File: src/rtl/voltmeter_pkg.sv
// Shared types and constants for the XADC voltmeter scan path.
package voltmeter_pkg;

  localparam int unsigned ADC_W         = 12;
  localparam int unsigned CH_IDX_W      = 4;
  localparam int unsigned PTR_W         = CH_IDX_W + 1;
  localparam logic [6:0]  XADC_AUX_BASE = 7'h10;

  typedef enum logic [2:0] {
    ST_IDLE,
    ST_FIND,
    ST_ISSUE,
    ST_WAIT,
    ST_STORE,
    ST_EMIT
  } scan_state_t;

endpackage

File: src/rtl/xadc_ch_accum.sv
// Per-channel sample accumulators and counters; averages 2^AVG_LOG2 samples.
// Only instantiated when VOLTMETER_AVG_EN is defined.
module xadc_ch_accum
  import voltmeter_pkg::*;
#(
  parameter int unsigned NUM_CH   = 16,
  parameter int unsigned AVG_LOG2 = 2
) (
  input  logic                clk,
  input  logic                rst,
  input  logic                en,
  input  logic [CH_IDX_W-1:0] ch,
  input  logic [ADC_W-1:0]    sample,
  output logic                done_c,
  output logic [ADC_W-1:0]    avg_c
);

  localparam int unsigned ACC_W = ADC_W + AVG_LOG2;
  localparam int unsigned CNT_W = (AVG_LOG2 > 0) ? AVG_LOG2 : 1;

  logic [ACC_W-1:0] acc_q [NUM_CH];
  logic [CNT_W-1:0] cnt_q [NUM_CH];
  logic [ACC_W-1:0] sum_c;

  // Sum includes the incoming sample so the final one is averaged in.
  always_comb begin
    sum_c  = acc_q[ch] + ACC_W'(sample);
    done_c = (cnt_q[ch] == CNT_W'((1 << AVG_LOG2) - 1));
    avg_c  = ADC_W'(sum_c >> AVG_LOG2);
  end

  always_ff @(posedge clk or negedge rst) begin
    if (!rst) begin
      for (int i = 0; i < NUM_CH; i++) begin
        acc_q[i] <= '0;
        cnt_q[i] <= '0;
      end
    end else if (en) begin
      if (done_c) begin
        acc_q[ch] <= '0;
        cnt_q[ch] <= '0;
      end else begin
        acc_q[ch] <= sum_c;
        cnt_q[ch] <= cnt_q[ch] + CNT_W'(1);
      end
    end
  end

endmodule

File: src/rtl/xadc_channel_scanner.sv
// Scans masked XADC aux channels over DRP, banks results, streams {ch,value} records.
// Optional averaging build: define VOLTMETER_AVG_EN.
module xadc_channel_scanner
  import voltmeter_pkg::*;
#(
  parameter int unsigned NUM_CH   = 16,
  parameter logic [15:0] CH_MASK  = 16'h1FFF,
  parameter int unsigned TIMEOUT  = 255,
  parameter int unsigned AVG_LOG2 = 2
) (
  input  logic        clk,
  input  logic        rst,
  input  logic        scan_start,
  output logic [6:0]  drp_daddr,
  output logic        drp_den,
  output logic        drp_dwe,
  input  logic [15:0] drp_do,
  input  logic        drp_drdy,
  output logic        out_valid,
  input  logic        out_ready,
  output logic [3:0]  out_ch,
  output logic [11:0] out_data,
  input  logic [3:0]  rd_ch,
  output logic [11:0] rd_data,
  output logic        busy,
  output logic        err_timeout
);

  localparam int unsigned TMO_W = $clog2(TIMEOUT + 1);

  scan_state_t      state_q, state_d;
  logic [PTR_W-1:0] ptr_q, ptr_d;
  logic             pending_q, pending_d;
  logic [TMO_W-1:0] tmo_q, tmo_d;
  logic             tmo_hit_c;
  logic [ADC_W-1:0] cap_q;
  logic [ADC_W-1:0] bank_q [NUM_CH];
  logic [ADC_W-1:0] store_val_c;
  logic             store_emit_c;
  logic             store_en_c;

  logic             den_d, valid_d, busy_d, err_d;
  logic [6:0]       daddr_d;
  logic [3:0]       out_ch_d;
  logic [11:0]      out_data_d;
  logic             unused_drp_lsbs;

  assign drp_dwe         = 1'b0;
  assign unused_drp_lsbs = ^drp_do[3:0];
  assign store_en_c      = (state_q == ST_STORE);

`ifdef VOLTMETER_AVG_EN
  xadc_ch_accum #(
    .NUM_CH   (NUM_CH),
    .AVG_LOG2 (AVG_LOG2)
  ) u_accum (
    .clk    (clk),
    .rst    (rst),
    .en     (store_en_c),
    .ch     (ptr_q[CH_IDX_W-1:0]),
    .sample (cap_q),
    .done_c (store_emit_c),
    .avg_c  (store_val_c)
  );
`else
  localparam int unsigned unused_avg_log2 = AVG_LOG2;
  assign store_emit_c = 1'b1;
  assign store_val_c  = cap_q;
`endif

  // State register and scan bookkeeping.
  always_ff @(posedge clk or negedge rst) begin
    if (!rst) begin
      state_q   <= ST_IDLE;
      ptr_q     <= '0;
      pending_q <= 1'b0;
      tmo_q     <= '0;
    end else begin
      state_q   <= state_d;
      ptr_q     <= ptr_d;
      pending_q <= pending_d;
      tmo_q     <= tmo_d;
    end
  end

  // Next-state logic.
  always_comb begin
    state_d   = state_q;
    ptr_d     = ptr_q;
    pending_d = pending_q;
    tmo_d     = tmo_q;
    tmo_hit_c = 1'b0;
    if (scan_start && (state_q != ST_IDLE)) pending_d = 1'b1;
    case (state_q)
      ST_IDLE: begin
        if (scan_start || pending_q) begin
          pending_d = 1'b0;
          ptr_d     = '0;
          state_d   = ST_FIND;
        end
      end
      ST_FIND: begin
        if (ptr_q >= PTR_W'(NUM_CH))            state_d = ST_IDLE;
        else if (CH_MASK[ptr_q[CH_IDX_W-1:0]])  state_d = ST_ISSUE;
        else                                    ptr_d   = ptr_q + PTR_W'(1);
      end
      ST_ISSUE: begin
        tmo_d   = '0;
        state_d = ST_WAIT;
      end
      ST_WAIT: begin
        if (drp_drdy) begin
          state_d = ST_STORE;
        end else if (tmo_q >= TMO_W'(TIMEOUT - 1)) begin
          tmo_hit_c = 1'b1;
          ptr_d     = ptr_q + PTR_W'(1);
          state_d   = ST_FIND;
        end else begin
          tmo_d = tmo_q + TMO_W'(1);
        end
      end
      ST_STORE: begin
        if (store_emit_c) begin
          state_d = ST_EMIT;
        end else begin
          ptr_d   = ptr_q + PTR_W'(1);
          state_d = ST_FIND;
        end
      end
      ST_EMIT: begin
        if (out_ready) begin
          ptr_d   = ptr_q + PTR_W'(1);
          state_d = ST_FIND;
        end
      end
      default: state_d = ST_IDLE;
    endcase
  end

  // Output decode from the next state so registered outputs align with state_q.
  always_comb begin
    den_d      = (state_d == ST_ISSUE);
    daddr_d    = (state_d == ST_ISSUE) ? (XADC_AUX_BASE + 7'(ptr_d)) : drp_daddr;
    valid_d    = (state_d == ST_EMIT);
    busy_d     = (state_d != ST_IDLE);
    err_d      = err_timeout | tmo_hit_c;
    out_ch_d   = store_en_c ? ptr_q[CH_IDX_W-1:0] : out_ch;
    out_data_d = store_en_c ? store_val_c : out_data;
  end

  always_ff @(posedge clk or negedge rst) begin
    if (!rst) begin
      drp_den     <= 1'b0;
      drp_daddr   <= '0;
      out_valid   <= 1'b0;
      busy        <= 1'b0;
      err_timeout <= 1'b0;
      out_ch      <= '0;
      out_data    <= '0;
    end else begin
      drp_den     <= den_d;
      drp_daddr   <= daddr_d;
      out_valid   <= valid_d;
      busy        <= busy_d;
      err_timeout <= err_d;
      out_ch      <= out_ch_d;
      out_data    <= out_data_d;
    end
  end

  // Capture, result bank and registered readback (read-before-write on collision).
  always_ff @(posedge clk or negedge rst) begin
    if (!rst) begin
      cap_q   <= '0;
      rd_data <= '0;
      for (int i = 0; i < NUM_CH; i++) bank_q[i] <= '0;
    end else begin
      if ((state_q == ST_WAIT) && drp_drdy) cap_q <= drp_do[15:4];
      if (store_en_c && store_emit_c) bank_q[ptr_q[CH_IDX_W-1:0]] <= store_val_c;
      rd_data <= bank_q[rd_ch];
    end
  end

endmodule

File: config.mk
export PLATFORM = sky130hd
export DESIGN_NAME = xadc_channel_scanner
export DESIGN_NICKNAME = d
export VERILOG_FILES = /design/src/rtl/voltmeter_pkg.sv /design/src/rtl/xadc_ch_accum.sv /design/src/rtl/xadc_channel_scanner.sv
export SDC_FILE = /design/constraint.sdc
export NUM_CORES = 1
export LEC_CHECK = 0
export ABC_CLOCK_PERIOD_IN_PS = 3300
export CORE_ASPECT_RATIO = 1.2
export CORE_UTILIZATION = 60
export DETAILED_ROUTE_END_ITERATION = 7
export GPL_ROUTABILITY_DRIVEN = 0
export PLACE_DENSITY = 0.89
export SYNTH_ARGS = -nofsm -noshare
export SYNTH_HDL_FRONTEND = slang
export SYNTH_SLANG_ARGS = --single-unit
File: constraint.sdc
create_clock -name clk -period 3.3 [get_ports clk]
set_input_delay 0.66 -clock clk [delete_from_list [all_inputs] [get_ports clk]]
set_output_delay 0.66 -clock clk [all_outputs]
set_load 0.005 [all_outputs]
==> results of run 1 <==
==> cells by family (layout without fill, tap and decap cells) <==
| logic type | after synthesis | after routing | synth area share (%) |
|---|---|---|---|
| other | 1 | 2 | 0.03264 |
| AO/OA/AOI/OAI | 42 | 42 | 2.635 |
| adder cells (fa/ha/maj) | 6 | 6 | 0.6534 |
| flip-flops | 259 | 259 | 56.41 |
| AND/OR/NAND/NOR | 62 | 62 | 3.409 |
| multiplexers | 283 | 283 | 33.63 |
| XOR/XNOR | 5 | 5 | 0.3811 |
| buffers and inverters | 61 | 135 | 2.853 |
==> per-stage QoR <==
| step | hold WS [ps] | setup slack, ps | instance area, sq um |
|---|---|---|---|
| final | 2.203 | 653.2 | 13140 |
| after global routing | 16.54 | 587.4 | 13140 |
| after CTS | 5.862 | 728.5 | 13140 |
| after detailed placement | 466.5 | 731.4 | 12310 |
| after global placement | 458.6 | 753.8 | 12310 |
| after floorplan | 364.4 | 1191 | 11490 |
==> cells in the final DEF, fill, tap and decap left out, drive strengths merged, types with 2 or more instances in the layout <==
cell type,netlist,layout
nor3,2,2
nor3b,2,2
clkinv,0,6
mux2,221,221
conb,1,2
a21oi,12,12
o21a,2,2
inv,6,6
nand4,2,2
ha,6,6
mux2i,2,2
nand2,6,6
xor2,5,5
o22ai,2,2
mux4,60,60
o2111ai,2,2
o31ai,2,2
clkdlybuf4s50,0,55
o211ai,6,6
nor2,15,15
and4bb,2,2
and3,2,2
o21ai,4,4
or3,2,2
nand3,14,14
buf,38,26
o21ba,2,2
clkbuf,17,42
dfrtp,259,259
nor2b,6,6
and2b,2,2
and4,2,2
o211a,2,2
==> routing by layer <==
layer | track usage [%] | routed length [um] | part of all wire (%)
met4 | 11.43 | 955 | 3.7
met1 | 35.43 | 9733 | 37
met3 | 4.106 | 1281 | 4.9
met5 | 0 | 0 | 0
met2 | 50.22 | 14040 | 54
==> cell type report <==
cell class,count,area [sq um]
inverters,6,22.52
multi-input cells,400,4684
clock buffers,42,802.0
flip-flops and latches,259,6481
fillers,1129,5645
well taps,256,320.3
repair buffers,81,800.8
clock inverters,6,30.03
==> power groups by stage <==
stage          Clock [W]  Sequential, W  Combinational (W)
6_report         0.00283        0.00416            0.00140
5_1_grt          0.00299        0.00423            0.00151
4_1_cts          0.00285        0.00415            0.00141
3_5_place_dp           0        0.00420            0.00138
3_3_place_gp           0        0.00412            0.00130
2_1_floorplan          0        0.00383            0.00106
==> worst paths after layout <==
path	start	end	slack, ps	cells after the start
worst max register to register	state_q[0]	bank_q[22]	650	5
worst min-delay path	rst	bank_q[136]	2	1
max in group asynchronous	rst	bank_q[52]	2270	2
worst max-delay path	state_q[0]	bank_q[22]	650	5
worst min register to register	drp_daddr[4]	drp_daddr[4]	480	1
min in group clk	drp_daddr[4]	drp_daddr[4]	480	1
==> flip-flops by register name, indices dropped and copies added (netlist names) <==
name         cells
bank_q         192
cap_q           12
out_data        12
rd_data         12
tmo_q            8
drp_daddr        6
ptr_q            5
out_ch           4
state_q          3
busy             1
drp_den          1
err_timeout      1
out_valid        1
pending_q        1
==> worst register-to-register path: stages (launching register included) <==
cell,delay (ps)
dfrtp_1,600
nor3b_4,680
nand2_1,150
nor2_2,400
buf_4,330
mux2_1,370
==> run metrics, run 1 <==
Slew HR 51.76%; MaxCap Viol Count 0; Pre-antenna DRT Iters 7; clk buf depth 3; worst path bufs/invs 1; Fin. Hold Viols 0; Pwr per Cell Area 639.1 nW/um^2; CTS H-tree lvls 1; Initial Util 61.16%; CP Class reg2reg; placed insts 1,002; cell family with most CP delay simple AND/OR/NAND/NOR gates; Worst Path Max Fanout 20; synth cell count leaders dfrtp_1 (259), mux2_1 (151), mux2_2 (70); Static Leak 6.360 nW; fin nets 805; fmax 377.8 MHz; startpoint types register; crit path DAT 3040 ps; # setup viols final 0; setup_tns 0 ps; initial DRC count 400; worst slew pin tran 723.6 ps; most frequent cell after synthesis dfrtp_1; CP Cell Sequence nor3b_4 -> nand2_1 -> nor2_2 -> buf_4 -> mux2_1; Vias 6,644; port bufs 58; first-pass GRT wire length 42,050 um; CP peak stage delay 670 ps; sequential power share 49.6%; Pint 0.005968 W; Layout Skew 9.191 ps; worst skew pair latency 520 ps; CTS tree yes; clock network power share 33.7%; EDFF count, synth 0; Non-Filler Instances 1,050; VDD IR max 0.0006939 V; WP data required 3700 ps; diodes inserted 0; Unique masters post-synth 58; largest net degree at the start of global routing 94; DRT antenna net count 0; Sink Count 259; Avg Cell Area, Syn 15.98 sq um; hold buffer count at CTS 0; switching share of power 28.94%; share of cells above drive strength 1 26.57%; Clock transition at path regs 60 ps; CTS Buf Count 26; gr usage total 28.53%; power share of the combinational group 16.7%; Avg Vias per Cell 6.328; DRC viols 0; # rows 55; post_cts resized 0; Async S/R FF share, synth 100.0%; antenna violations before repair 0; sequential area share after synthesis 56.41%; Slew Limit Fails 0; Synth Warn # 0; core box area 18,790 sq um; top area cells in the synthesized netlist dfrtp_1 (56%), mux2_1 (15%), mux4_2 (12%), mux2_2 (6.9%), buf_2 (1.2%); Cell Area, Synth 11,490 sq um; routed wire length 26,010 um; Sw Pwr 0.002430 W; RSZ-0062 raised after global routing no; Hold WC Path Type in2async; Mapped Cells 719; fin util 69.95%; Yosys top cell area share 56.41%; WL per Instance 24.78 um; Synth area leader dfrtp_1; Die ar. 19,710 sq um; outcome finished, final reports clean; Die Y-Extent 153.6 um; fin crit period 2647 ps; postcts setup bufs 0; IO Count 65; #FFs+latches synth 259; total power 0.008398 W; CP Capture Type register; clock root cell clkbuf_16; grt total ovfl 0; area grow syn2layout 14.37%; DP Wirelength 15,790 um; Crit-path slowest cell nor3b_4; vias in the first global route 7,409; period utilization 80.21%; Post-synth top flop dfrtp_1; die width 128.3 um
No activity file was read; power rests on OpenSTA's default activity.
==> run 2, diff against run 1 <==
--- a/config.mk
+++ b/config.mk
@@ -5,7 +5,7 @@
 export SDC_FILE = /design/constraint.sdc
 export NUM_CORES = 1
 export LEC_CHECK = 0
-export ABC_CLOCK_PERIOD_IN_PS = 3300
+export ABC_CLOCK_PERIOD_IN_PS = 2600
 export CORE_ASPECT_RATIO = 1.2
 export CORE_UTILIZATION = 60
 export DETAILED_ROUTE_END_ITERATION = 7
==> constraint.sdc (replaced) <==
create_clock -name clk -period 2.6 [get_ports clk]
set_input_delay 0.52 -clock clk [delete_from_list [all_inputs] [get_ports clk]]
set_output_delay 0.52 -clock clk [all_outputs]
set_load 0.005 [all_outputs]
==> run metrics, run 2 (synthesis results as in run 1) <==
Pwr per Cell Area 826.0 nW/um^2 (was 639.1 nW/um^2); core box area 18,790 sq um (unchanged); Critical R2R Launch state_q[2] (was state_q[0]); first-pass GRT wire length 42,980 um (was 42,050 um); Fin. Hold Viols 0 (unchanged); postcts setup bufs 0 (unchanged); Static Leak 6.419 nW (was 6.360 nW); Pre-antenna DRT Iters 8 (was 7); clk buf depth 3 (unchanged); # setup viols final 0 (unchanged); DP Wirelength 16,120 um (was 15,790 um); Vias 6,622 (was 6,644); vias in the first global route 7,519 (was 7,409); Worst Hold Path EP bank_q[163]; Multi-input gate area 4684 sq um (unchanged); WL per Instance 24.95 um (was 24.78 um); Worst Path Max Fanout 16 (was 20); area grow syn2layout 15.64% (was 14.37%); Worst R2R Setup Slack 160 ps (was 650 ps); WP data required 2990 ps (was 3700 ps); fin crit period 2444 ps (was 2647 ps); outcome finished, final reports clean (unchanged); routed wire length 26,320 um (was 26,010 um); gr usage total 29.05% (was 28.53%); fin util 70.72% (was 69.95%); initial DRC count 469 (was 400); period utilization 94.00% (was 80.21%); Avg Vias per Cell 6.277 (was 6.328); RSZ-0062 raised after global routing no (unchanged); CP Class reg2reg (unchanged); met3 Track Usage GR 4.593% (was 4.106%); VDD IR max 0.0008649 V (was 0.0006939 V); DRC viols 0 (unchanged); Non-Filler Instances 1,055 (was 1,050); crit path DAT 2840 ps (was 3040 ps); r2r worst-path depth 3 (was 5); fin nets 812 (was 805); met1 Usage GRT 37.92% (was 35.43%); antenna violations before repair 0 (unchanged); worst skew pair latency 530 ps (was 520 ps); Clock transition at path regs 60 ps (about the same); Hold Crit Depth 1; max reg flops 192 (unchanged); largest net degree at the start of global routing 65 (was 94); fmax 409.2 MHz (was 377.8 MHz); CP Capture Type register (unchanged); diodes inserted 0 (unchanged); placed insts 1,009 (was 1,002); Hold WC Path Type reg2reg (was in2async); Slew Limit Fails 0 (unchanged); setup_tns 0 ps (unchanged); Reg with most FFs bank_q (unchanged); HP Start bank_q[163]; fillers 1,187 (was 1,129); busiest grt layer met2 (unchanged); most common cell after layout, fill and taps aside dfrtp_1 (unchanged); grt total ovfl 0 (unchanged); Die Y-Extent 153.6 um (unchanged); reg-to-reg endpoint bank_q[142] (was bank_q[22]); Sink Count 259 (unchanged); most frequent cells in the layout dfrtp_1 (259), mux2_1 (151), mux2_2 (70), mux4_2 (59), clkdlybuf4s50_1 (55) (unchanged); CTS Buf Count 25 (was 26); Die ar. 19,710 sq um (unchanged); startpoint types register (unchanged); share of cells above drive strength 1 27.78% (was 26.57%); MaxCap Viol Count 0 (unchanged); CTS tree yes (unchanged); port bufs 58 (unchanged); M2 GR Usage 48.93% (was 50.22%); CTS H-tree lvls 1 (unchanged); area occupied by registers 6481 sq um (unchanged); IO Count 65 (unchanged); Slew HR 52.88% (was 51.76%); Layout Skew 16.05 ps (was 9.191 ps); clock root cell clkbuf_16 (unchanged); Initial Util 61.16% (unchanged); worst slew pin tran 704.8 ps (was 723.6 ps); # rows 55 (unchanged); DRT antenna net count 0 (unchanged); die width 128.3 um (unchanged)
==> run 2: changes by cell type in the layout (fill, tap and decap cells not counted), sizes merged <==
cell,delta
buf,+7
bufinv,+5
clkbuf,-13
clkinv,+1
clkinvlp,+4
dlygate4sd3,+1
==> run 2: worst max-delay path, cell delays in order, from the launching register on <==
cell and delay [ps]:
dfrtp_1 580, nor3b_4 630, nand3_2 580, mux2_1 520
==> run 2: report_power, final <==
group          internal, W  switching, W  leakage (nW)  total [W]
combinational      0.00103      0.000829          2.47    0.00186
sequential         0.00448      0.000740          3.52    0.00522
clock              0.00235       0.00155         0.430    0.00390
total              0.00786       0.00312          6.42     0.0110
==> run 2: cell type report <==
class	count	area share, %
flip-flops and latches	259	48.78
multi-input cells	400	35.26
repair buffers	89	6.686
clock buffers	29	5.048
well taps	256	2.411
clock inverters	16	1.648
inverters	6	0.1695
==> run 2: how the worst max path moves through the flow <==
stage               start          end  depth (start not counted)
6_report       state_q[2]  bank_q[142]                          3
5_1_grt        state_q[2]  bank_q[140]                          3
4_1_cts        state_q[2]  bank_q[142]                          3
3_5_place_dp     drp_drdy         busy                          5
3_3_place_gp     drp_drdy         busy                          5
2_1_floorplan    rd_ch[1]   rd_data[0]                          4
==> run 2: per-layer routing <==
layer	routed length, um	up-vias
met5	0	-
met4	1069	0
li1	-	2789
met1	10070	3536
met2	13800	222
met3	1383	75
==> run 2: stage by stage <==
stage / total power (W) / area (sq um) / hold slack (ps) / worst slack [ps]
after CTS: 0.01101 / 13290 / 489.1 / 199.2
after global routing: 0.01141 / 13290 / 494.3 / 16.15
after detailed placement: 0.007115 / 12390 / 474.5 / 194.9
after global placement: 0.006927 / 12390 / 458.7 / 244.8
final: 0.01098 / 13290 / 485.9 / 156.0
after floorplan: 0.006206 / 11490 / 224.4 / 631.0
==> run 2: timing repair <==
action / 4_1_cts / 5_1_grt
resized for setup: 0 / 0
endpoints found under the hold margin: 58 / 0
hold buffers: 1 / 0
==> run 3, diff against run 2 <==
--- a/config.mk
+++ b/config.mk
@@ -6,10 +6,9 @@
 export NUM_CORES = 1
 export LEC_CHECK = 0
 export ABC_CLOCK_PERIOD_IN_PS = 2600
-export CORE_ASPECT_RATIO = 1.2
+export CORE_ASPECT_RATIO = 0.75
 export CORE_UTILIZATION = 60
 export DETAILED_ROUTE_END_ITERATION = 7
-export GPL_ROUTABILITY_DRIVEN = 0
 export PLACE_DENSITY = 0.89
 export SYNTH_ARGS = -nofsm -noshare
 export SYNTH_HDL_FRONTEND = slang
==> run metrics, run 3 (synthesis results as in run 1) <==
Static Leak 6.405 nW (was 6.419 nW); Vias 6,569 (was 6,622); clk buf depth 3 (unchanged); post_cts resized 0 (unchanged); CP Class reg2reg (unchanged); placed insts 1,003 (was 1,009); Pre-antenna DRT Iters 5 (was 8); Min Hold Slack -0.4777 ps (was 485.9 ps); hold buffer count at CTS 0 (was 1); # rows 43 (was 55); Non-Filler Instances 1,045 (was 1,055); antenna violations before repair 0 (unchanged); CTS tree yes (unchanged); largest net degree at the start of global routing 89 (was 65); Final Instance Area 13,210 sq um (was 13,290 sq um); Crit-path slowest cell mux2_1 (was nor3b_4); fin nets 813 (was 812); period utilization 86.97% (was 94.00%); Pwr per Cell Area 802.9 nW/um^2 (was 826.0 nW/um^2); gr usage total 27.11% (was 29.05%); Fin. Hold Viols 1 (was 0); outcome finished, violations left (was finished, final reports clean); startpoint types register (unchanged); Slew HR 53.42% (was 52.88%); Clock transition at path regs 70 ps (was 60 ps); CTS H-tree lvls 1 (unchanged); first-pass GRT wire length 40,080 um (was 42,980 um); CP Capture Type register (unchanged); setup_tns 0 ps (unchanged); most common cell after layout, fill and taps aside dfrtp_1 (unchanged); Sink Count 259 (unchanged); Reg with most FFs bank_q (unchanged); vias in the first global route 7,058 (was 7,519); initial DRC count 475 (was 469); WL per Instance 24.23 um (was 24.95 um); Layout Skew 10.28 ps (was 16.05 ps); DRT antenna net count 0 (unchanged); global placement routability congestion 0.9079; area grow syn2layout 14.93% (was 15.64%); grt total ovfl 0 (unchanged); most frequent cells in the layout dfrtp_1 (259), mux2_1 (151), mux2_2 (70), mux4_2 (59), clkdlybuf4s50_1 (55) (unchanged); DP Wirelength 15,500 um (was 16,120 um); WP data required 3000 ps (was 2990 ps); fillers 1,172 (was 1,187); fin crit period 2261 ps (was 2444 ps); worst skew pair latency 520 ps (was 530 ps); Initial Util 61.72% (was 61.16%); Die Y-Extent 121.8 um (was 153.6 um); routed wire length 25,320 um (was 26,320 um); Hold WC Path Type in2async (was reg2reg); crit path DAT 2660 ps (was 2840 ps); postcts setup bufs 0 (unchanged); core box area 18,620 sq um (was 18,790 sq um); port bufs 58 (unchanged); IO Count 65 (unchanged); DRC viols 0 (unchanged); fmax 442.3 MHz (was 409.2 MHz); VDD IR max 0.0005987 V (was 0.0008649 V); Avg Vias per Cell 6.286 (was 6.277); RSZ-0062 raised after global routing no (unchanged); dpl cell area 12,400 sq um (was 12,390 sq um); clock root cell clkbuf_16 (unchanged); MaxCap Viol Count 0 (unchanged); max reg flops 192 (unchanged); die width 161.8 um (was 128.3 um); Slew Limit Fails 0 (unchanged); Die ar. 19,710 sq um (about the same); CP peak stage delay 530 ps (was 630 ps); diodes inserted 0 (unchanged); CP Cell Sequence nor3b_4 -> buf_4 -> nand3_2 -> mux2_1 (was nor3b_4 -> nand3_2 -> mux2_1); CTS Buf Count 24 (was 25); Worst Path Max Fanout 12 (was 16); # setup viols final 0 (unchanged); failing checks hold timing; share of cells above drive strength 1 27.44% (was 27.78%); worst slew pin tran 698.7 ps (was 704.8 ps)
## run 3: cell count changes in the layout (fill, tap and decap cells not counted), sizes merged
cell and change:
buf +3, bufinv -4, clkbuf +9, clkinv -4, clkinvlp -4, dlygate4sd3 -1
## run 3: worst max-delay path: cells and delay by family (launching register included)
| kind | cells | cell delay (ps) |
|---|---|---|
| buf+inv | 1 | 240 |
| flops | 1 | 410 |
| mux | 1 | 530 |
| simple gates | 2 | 960 |
## run 3: metrics by stage
step	setup WS, ps	power, W	utilization, %
2_1_floorplan	631.0	0.006206	-
3_3_place_gp	252.4	0.006905	66.59
3_5_place_dp	203.9	0.007095	66.59
4_1_cts	336.9	0.01065	70.94
5_1_grt	225.3	0.01103	70.94
6_report	338.9	0.01060	70.94
## run 3: area by class of cell
| cell class | instances | area (sq um) | share of cell area [%] |
|---|---|---|---|
| Multi-Input combinational cell | 400 | 4684 | 35.47 |
| Tap cell | 247 | 309.0 | 2.340 |
| Clock inverter | 4 | 45.04 | 0.3411 |
| Clock buffer | 38 | 764.5 | 5.789 |
| Timing Repair Buffer | 91 | 898.4 | 6.803 |
| Sequential cell | 259 | 6481 | 49.08 |
| Inverter | 6 | 22.52 | 0.1706 |
## run 3: layer usage
layer | global-route usage [%] | routed length (um)
met5 | 0 | 0
met4 | 8.255 | 757
met3 | 5.516 | 1669
met2 | 44.69 | 12340
met1 | 36.88 | 10550
## run 3: worst paths after layout
path / startpoint / to / slack [ps] / cells after the start
min in group clk: bank_q[22] / bank_q[22] / 480 / 1
worst min register to register: bank_q[22] / bank_q[22] / 480 / 1
worst max register to register: state_q[1] / bank_q[108] / 340 / 4
worst min-delay path: rst / bank_q[140] / -0.5 / 1
max in group asynchronous: rst / bank_q[137] / 1850 / 2
worst max-delay path: state_q[1] / bank_q[108] / 340 / 4
## run 3: power breakdown
part	internal (W)	switching, W
Combinational	0.00105	0.000842
Clock	0.00210	0.00146
Sequential	0.00448	0.000662
